[src/rtl/pwm_duty_decoder.sv]
// pwm_duty_decoder: recovers the signed drive command from a
// fwd/rev PWM pin pair by counting high time over fixed windows.
module pwm_duty_decoder #(
  parameter int PERIOD_W = 10,
  parameter int DUTY_W   = 11
) (
  input  logic                     clk,
  input  logic                     rst,
  input  logic                     fwd,
  input  logic                     rev,
  output logic signed [DUTY_W-1:0] duty,
  output logic                     duty_vld,
  output logic                     overlap_err,
  output logic                     active
);

  // Symmetric clamp limits; the most negative code is never produced.
  localparam logic signed [DUTY_W:0] DMAX =
    $signed({2'b00, {PERIOD_W{1'b1}}});
  localparam logic signed [DUTY_W:0] DMIN = -DMAX;

  typedef enum logic {
    WARMUP,
    RUN
  } state_t;

  state_t state;
  state_t state_nx;

  logic fwd_q;
  logic rev_q;
  logic fwd_p;
  logic rev_p;

  logic [PERIOD_W-1:0] win_cnt;
  logic [PERIOD_W:0]   fcnt;
  logic [PERIOD_W:0]   rcnt;
  logic [PERIOD_W:0]   fcnt_nx;
  logic [PERIOD_W:0]   rcnt_nx;

  logic ovl_l;
  logic act_l;
  logic ovl_nx;
  logic act_nx;

  logic inc_f;
  logic inc_r;
  logic both;
  logic edge_seen;
  logic win_end;
  logic publish;

  logic signed [DUTY_W:0]   diff;
  logic signed [DUTY_W-1:0] clamp;

  // Register the pins once and keep the previous sample for edges.
  always_ff @(posedge clk) begin
    if (rst) begin
      fwd_q <= 1'b0;
      rev_q <= 1'b0;
      fwd_p <= 1'b0;
      rev_p <= 1'b0;
    end else begin
      fwd_q <= fwd;
      rev_q <= rev;
      fwd_p <= fwd_q;
      rev_p <= rev_q;
    end
  end

  // Per-cycle increments and end-of-window totals incl. this sample.
  always_comb begin
    inc_f     = fwd_q & ~rev_q;
    inc_r     = rev_q & ~fwd_q;
    both      = fwd_q & rev_q;
    edge_seen = (fwd_q ^ fwd_p) | (rev_q ^ rev_p);
    win_end   = &win_cnt;
    fcnt_nx   = fcnt + {{PERIOD_W{1'b0}}, inc_f};
    rcnt_nx   = rcnt + {{PERIOD_W{1'b0}}, inc_r};
    ovl_nx    = ovl_l | both;
    act_nx    = act_l | edge_seen;
  end

  // Net count, widened one bit so the subtraction cannot wrap.
  always_comb begin
    diff = $signed({1'b0, fcnt_nx}) - $signed({1'b0, rcnt_nx});
    if (diff > DMAX) begin
      clamp = DMAX[DUTY_W-1:0];
    end else if (diff < DMIN) begin
      clamp = DMIN[DUTY_W-1:0];
    end else begin
      clamp = diff[DUTY_W-1:0];
    end
  end

  // Window counter, high-time counters and window latches.
  always_ff @(posedge clk) begin
    if (rst) begin
      win_cnt <= '0;
      fcnt    <= '0;
      rcnt    <= '0;
      ovl_l   <= 1'b0;
      act_l   <= 1'b0;
    end else begin
      win_cnt <= win_cnt + 1'b1;
      if (win_end) begin
        fcnt  <= '0;
        rcnt  <= '0;
        ovl_l <= 1'b0;
        act_l <= 1'b0;
      end else begin
        fcnt  <= fcnt_nx;
        rcnt  <= rcnt_nx;
        ovl_l <= ovl_nx;
        act_l <= act_nx;
      end
    end
  end

  // State register.
  always_ff @(posedge clk) begin
    if (rst) begin
      state <= WARMUP;
    end else begin
      state <= state_nx;
    end
  end

  // First window after reset is discarded; afterwards publish each.
  always_comb begin
    state_nx = state;
    publish  = 1'b0;
    unique case (state)
      WARMUP: begin
        if (win_end) begin
          state_nx = RUN;
        end
      end
      RUN: begin
        publish = win_end;
      end
    endcase
  end

  // Output registers, loaded only when a window is published.
  always_ff @(posedge clk) begin
    if (rst) begin
      duty        <= '0;
      duty_vld    <= 1'b0;
      overlap_err <= 1'b0;
      active      <= 1'b0;
    end else begin
      duty_vld <= publish;
      if (publish) begin
        duty        <= clamp;
        overlap_err <= ovl_nx;
        active      <= act_nx;
      end
    end
  end

endmodule

[config.mk]
export PLATFORM = sky130hd
export DESIGN_NAME = pwm_duty_decoder
export DESIGN_NICKNAME = d
export VERILOG_FILES = /design/src/rtl/pwm_duty_decoder.sv
export SDC_FILE = /design/constraint.sdc
export NUM_CORES = 1
export LEC_CHECK = 0
export ABC_AREA = 1
export CORE_MARGIN = 2
export CORE_UTILIZATION = 54
export DETAILED_ROUTE_END_ITERATION = 12
export PLACE_DENSITY = 0.85
export SYNTH_ARGS = -nofsm -noshare
export SYNTH_HDL_FRONTEND = slang
export SYNTH_SLANG_ARGS = --single-unit
[constraint.sdc]
create_clock -name clk -period 2.8 [get_ports clk]
set_clock_uncertainty 0.2 [all_clocks]
set_input_delay 0.56 -clock clk [delete_from_list [all_inputs] [get_ports clk]]
set_output_delay 0.56 -clock clk [all_outputs]
set_load 0.01 [all_outputs]
* Word level (Yosys, flattened, before mapping)
Index checks and enable logic that the tools add are counted.
Cells by class: bitwise operators 10, add/subtract/negate cells 4, reductions and logical operators 2, muxes and demuxes 5, $lt $le $gt $ge 2
Operators with widths (number):
- 11-bit by 1-bit adder with 11-bit output | 2
- 11-bit 2-to-1 mux | 2
- 12-bit by 11-bit greater-than comparator with 1-bit output, second input constant | 1
- 12-bit by 11-bit < comparator with 1-bit output, second input constant | 1
- 11-bit by 11-bit subtractor with 12-bit output | 1
- 10-bit by 1-bit adder with 10-bit output, second input constant | 1
- 10-bit AND reduction | 1
- 1-bit bitwise AND | 3
- 1-bit 2-to-1 mux | 3
- 1-bit OR | 3
- 1-bit inverter | 2
- 2-bit OR reduction | 1
- 1-bit bitwise XOR | 2
Storage, ports and cells: input port bits 4, output and inout bits 14, register bits after elaboration 53

* Longest topological paths before layout
depth after elaboration 7, gate-level depth with buffers 25, mapped depth without buffers 25

* Worst setup path after synthesis
OpenSTA, ideal clock, no wires.
kind register -> register, from register fwd_q, to register duty[6], path buffers 0, path slack -0.246 ns, arrival time 2.711 ns, setup time 0.135 ns, cell stages (with the launch flop) 25, data required time 2.465 ns, path through dfxtp_1 -> inv_1 -> nor2_1 -> ha_1 -> nand3_1 -> nor2_1 -> inv_1 -> nor2_1 -> inv_1 -> nand2_1 -> inv_1 -> ha_1 -> nand2_1 -> o21ai_0 -> inv_1 -> nand2_1 -> nand2_1 -> nand2_1 -> nand4_1 -> nor2_1 -> nand3_2 -> nand2_4 -> nand2_8 -> nand3_2 -> a21oi_2
On the way: elaborated cells between the ends (all ways) 10
RTL lines:
- from (decl) | line 30 | logic fwd_q;
- from (signal assigned) | line 64 | fwd_q <= fwd;
- 1-bit bitwise AND * | line 73 | inc_f = fwd_q & ~rev_q;
- 11-bit by 1-bit adder with 11-bit output * | line 78 | fcnt_nx = fcnt + {{PERIOD_W{1'b0}}, inc_f};
- net fcnt_nx[6] | line 38 | logic [PERIOD_W:0] fcnt_nx;
- 11-bit by 11-bit subtractor with 12-bit output * | line 86 | diff = $signed({1'b0, fcnt_nx}) - $signed({1'b0, rcnt_nx});
- 12-bit by 11-bit < comparator with 1-bit output | line 89 | end else if (diff < DMIN) begin
- 11-bit 2-to-1 mux | line 89
- 11-bit 2-to-1 mux * | line 87 | if (diff > DMAX) begin
- to (signal assigned) | line 155 | duty <= clamp;
- to (decl) | line 11 | output logic signed [DUTY_W-1:0] duty,
Mark *: on every way through the listed nets, which the timed path passes. The rest lies on a longest branch. A chain may end at the register's enable or synchronous reset.

* Worst setup path in the final report
from register fwd_q, to register duty[3]
On the way: cells in the longest elaborated chain, start to end 7, elaborated cells between the ends (all ways) 10
Ends and longest elaborated chain:
- 1-bit inverter | line 74 | inc_r = rev_q & ~fwd_q;
- 1-bit bitwise AND | line 74
- 11-bit by 1-bit adder with 11-bit output | line 79 | rcnt_nx = rcnt + {{PERIOD_W{1'b0}}, inc_r};
- 11-bit by 11-bit subtractor with 12-bit output * | line 86
- 12-bit by 11-bit < comparator with 1-bit output | line 89
- 11-bit 2-to-1 mux | line 89
- 11-bit 2-to-1 mux * | line 87
Mark *: on every way between the ends. The rest lies on a longest branch, timed or not.

==> reports/metrics.yaml <==
global_routing:
  antenna_found_initial: 0
  grt_max_degree: 25
  grt_use_total: 0.240
  grt_pass1_vias: 2809
  grt_pass1_wl_mm: 11.9
  overflow: 0
power:
  leakage_nw: 1.88
  power_density_nw_per_um2: 401
  ir_drop_v: 0.000264
  power.total_mw: 1.64
setup_path:
  critPathLaunch: "fwd_q"
  cp.required_ns: 2.82
  rr_startpoint: "fwd_q"
  reg2regPathDepth: 23
  crit_type: "reg2reg"
  critPathArrivalTime_ns: 3.23
  critPathMaxFanout: 5
  crit_path_start_kind: "flop"
  endpoint_kind: "flop"
sta:
  max_slew.worst_pin.slew_ns: 0.355
  worst_slack_ns: -0.412
  min_period_over_period: 1.15
  max_freq_mhz: 311
  finalHoldViolCount: 0
  finalSetupViolCount: 11
  relSlewSlack: 0.762
  rsz0062_at_grt: "yes"
  min_period_ns: 3.21
  drv_slew: 0
cells_and_area:
  multi_input_area_um2: 1960
  fill_cells: 375
  nets: 517
  diodes: 0
  drive_gt1_frac: 0.323
  final_cell_area_um2: 4080
  seqCellArea_um2: 1070
  areaGrowthSynthToFinish_pct: 35.4
logic_synthesis:
  yosys.cell_types.count: 30
  syn-instance-count: 422
  synth_top_area_frac: 0.352
  syn_area_per_cell_um2: 7.14
  ys_seq_area_frac: 0.352
  syn_nets: 441
  synth_seq_cells: 53
  yosysTopAreaCell: "dfxtp_1"
  netlist_area_um2: 3010
  synth.area.top_cells: "dfxtp_1 (35%), nand2_1 (12%), inv_1 (7.5%)"
  yosys_warnings: 0
clock_tree:
  clock_sinks: 53
  clockBufferDepth: 2
  clkLatencyLatePin_ns: 0.32
  cts-root-buf: "clkbuf_8"
  htree_levels: 2
  cts_tree: "done"
  cts.clk_slew.worst_paths_ns: 0.11
  numCtsBuffers: 5
routing:
  first_iter_violations: 152
  finalWirelength_mm: 7.50
  drc: 0
  route.detailed.wl_per_inst_um: 13.1
  ant_nets: 0
  via_per_inst: 5.12
  dr.pass1.iters: 4
  vias: 2924
floorplanning:
  std_cell_rows: 27
  die_h_um: 78.7
  initial_utilization: 0.554
  ios: 18
  die_w_um: 78.7
  core_um2: 5440
  die-area_um2: 6190
run:
  cap_violations: 0
worst_hold_path:
  hold_depth: 1
  min_path_type: "reg2reg"
  worstHoldStart: "win_cnt[0]"
status:
  violations: "negative setup slack"
  status: "finished with violations"
placement:
  routabilityCongestion: 0.863
  dp_hpwl_mm: 5.00
  portBuffers: 17
  place_area_um2: 3570
## synth_stat cells
cell,count
o21bai_1,3
nor3_2,1
clkbuf_1,3
a21oi_2,9
nor2_1,55
o22ai_1,1
nand2_1,96
nand3_2,12
xnor2_1,3
o21ai_0,8
buf_2,2
xor2_1,9
nand3_1,26
a21oi_1,14
nand2_8,1
inv_2,4
buf_4,1
inv_1,60
nor2_4,5
nand4_2,1
ha_1,14
a31oi_1,1
nand2_2,16
dfxtp_1,53
nor3_1,11
nor2_2,4
o21ai_1,3
nand4_1,2
nand2_4,3
fa_1,1
## critical path, stage by stage, from the launching register on
cell and delay (ns):
dfxtp_2 0.35, buf_6 0.12, nor2_4 0.10, ha_4 0.15, ha_4 0.14, nand2_4 0.07
inv_4 0.07, nand2_4 0.06, xor2_4 0.17, ha_4 0.28, inv_2 0.03, o21bai_1 0.14
inv_1 0.09, buf_4 0.14, nand2_1 0.09, nand2_1 0.06, nand2_1 0.10, nand4_1 0.15
nor2_2 0.14, nand3_2 0.09, nand2_4 0.13, nand2_4 0.09, nand2_1 0.09, a21oi_2 0.05
## kinds of logic after synthesis
| family | Yosys count | synth area share |
|---|---|---|
| buf+inv | 70 | 0.0893 |
| simple gates | 233 | 0.379 |
| fa+ha+maj | 15 | 0.0648 |
| xor+xnor | 12 | 0.0349 |
| flops | 53 | 0.352 |
| compound gates | 39 | 0.0794 |
## sequential cells by signal, indices dropped and copies added (netlist names)
register     flops
fwd_q            1
active           1
rcnt            11
rev_p            1
win_cnt         10
state            1
overlap_err      1
fcnt            11
ovl_l            1
rev_q            1
act_l            1
fwd_p            1
duty            11
duty_vld         1
## final timing paths
path	slack, ns	to
max	-0.41	duty[3]
min	0.28	win_cnt[0]
max reg2reg	-0.41	duty[3]
min reg2reg	0.28	win_cnt[0]
## per-stage QoR
stage | hold slack (ns) | setup WS (ns) | utilization | cells | TNS, ns
final | 0.278 | -0.412 | 0.749 | 571 | -4.09
after global routing | 0.301 | -0.634 | 0.749 | 571 | -6.60
after CTS | 0.273 | -0.346 | 0.715 | 567 | -3.93
after detailed placement | 0.250 | -0.470 | 0.656 | 540 | -4.84
after global placement | 0.233 | -0.416 | 0.656 | 540 | -4.21
after floorplan | 0.218 | -0.152 | - | 422 | -1.44
## layout make-up
class,count,share of cell area
Clock buffer,5,0.0169
Clock inverter,3,0.0107
Inverter,64,0.0602
Multi-Input combinational cell,300,0.480
Sequential cell,53,0.262
Tap cell,72,0.0221
Timing Repair Buffer,74,0.149
## layout by cell type, fill, tap and decap left out, types with 3 or more instances in the layout
master,n
a21oi_1,11
a21oi_2,12
buf_4,55
clkbuf_8,5
clkdlybuf4s50_1,17
dfxtp_1,51
ha_1,6
ha_4,8
inv_1,53
inv_2,9
nand2_1,92
nand2_2,17
nand2_4,7
nand3_1,25
nand3_2,11
nor2_1,48
nor2_2,7
nor2_4,9
nor3_1,8
o21ai_0,7
o21bai_1,3
xnor2_1,3
xor2_1,7
## metal layers
metal,track usage,wire length (um),vias up
met4,0.0632,132,0
met3,0.0540,304,22
li1,-,-,1470
met1,0.274,3070,1363
met5,0,0,-
met2,0.445,3990,69
## power by group
group / total (mW) / switching, mW / internal, mW
logic: 0.320 / 0.185 / 0.135
registers: 0.775 / 0.0101 / 0.765
clock network: 0.541 / 0.273 / 0.269
## what timing repair did
item,CTS,global route
resized for setup,19,29
hold endpoints to repair,0,0
hold buffers,0,0
gates cloned,0,1
setup buffers,20,8
endpoints found under the setup margin,11,14
pin swaps,15,27
Note: power is estimated with default switching activity, not from simulation.
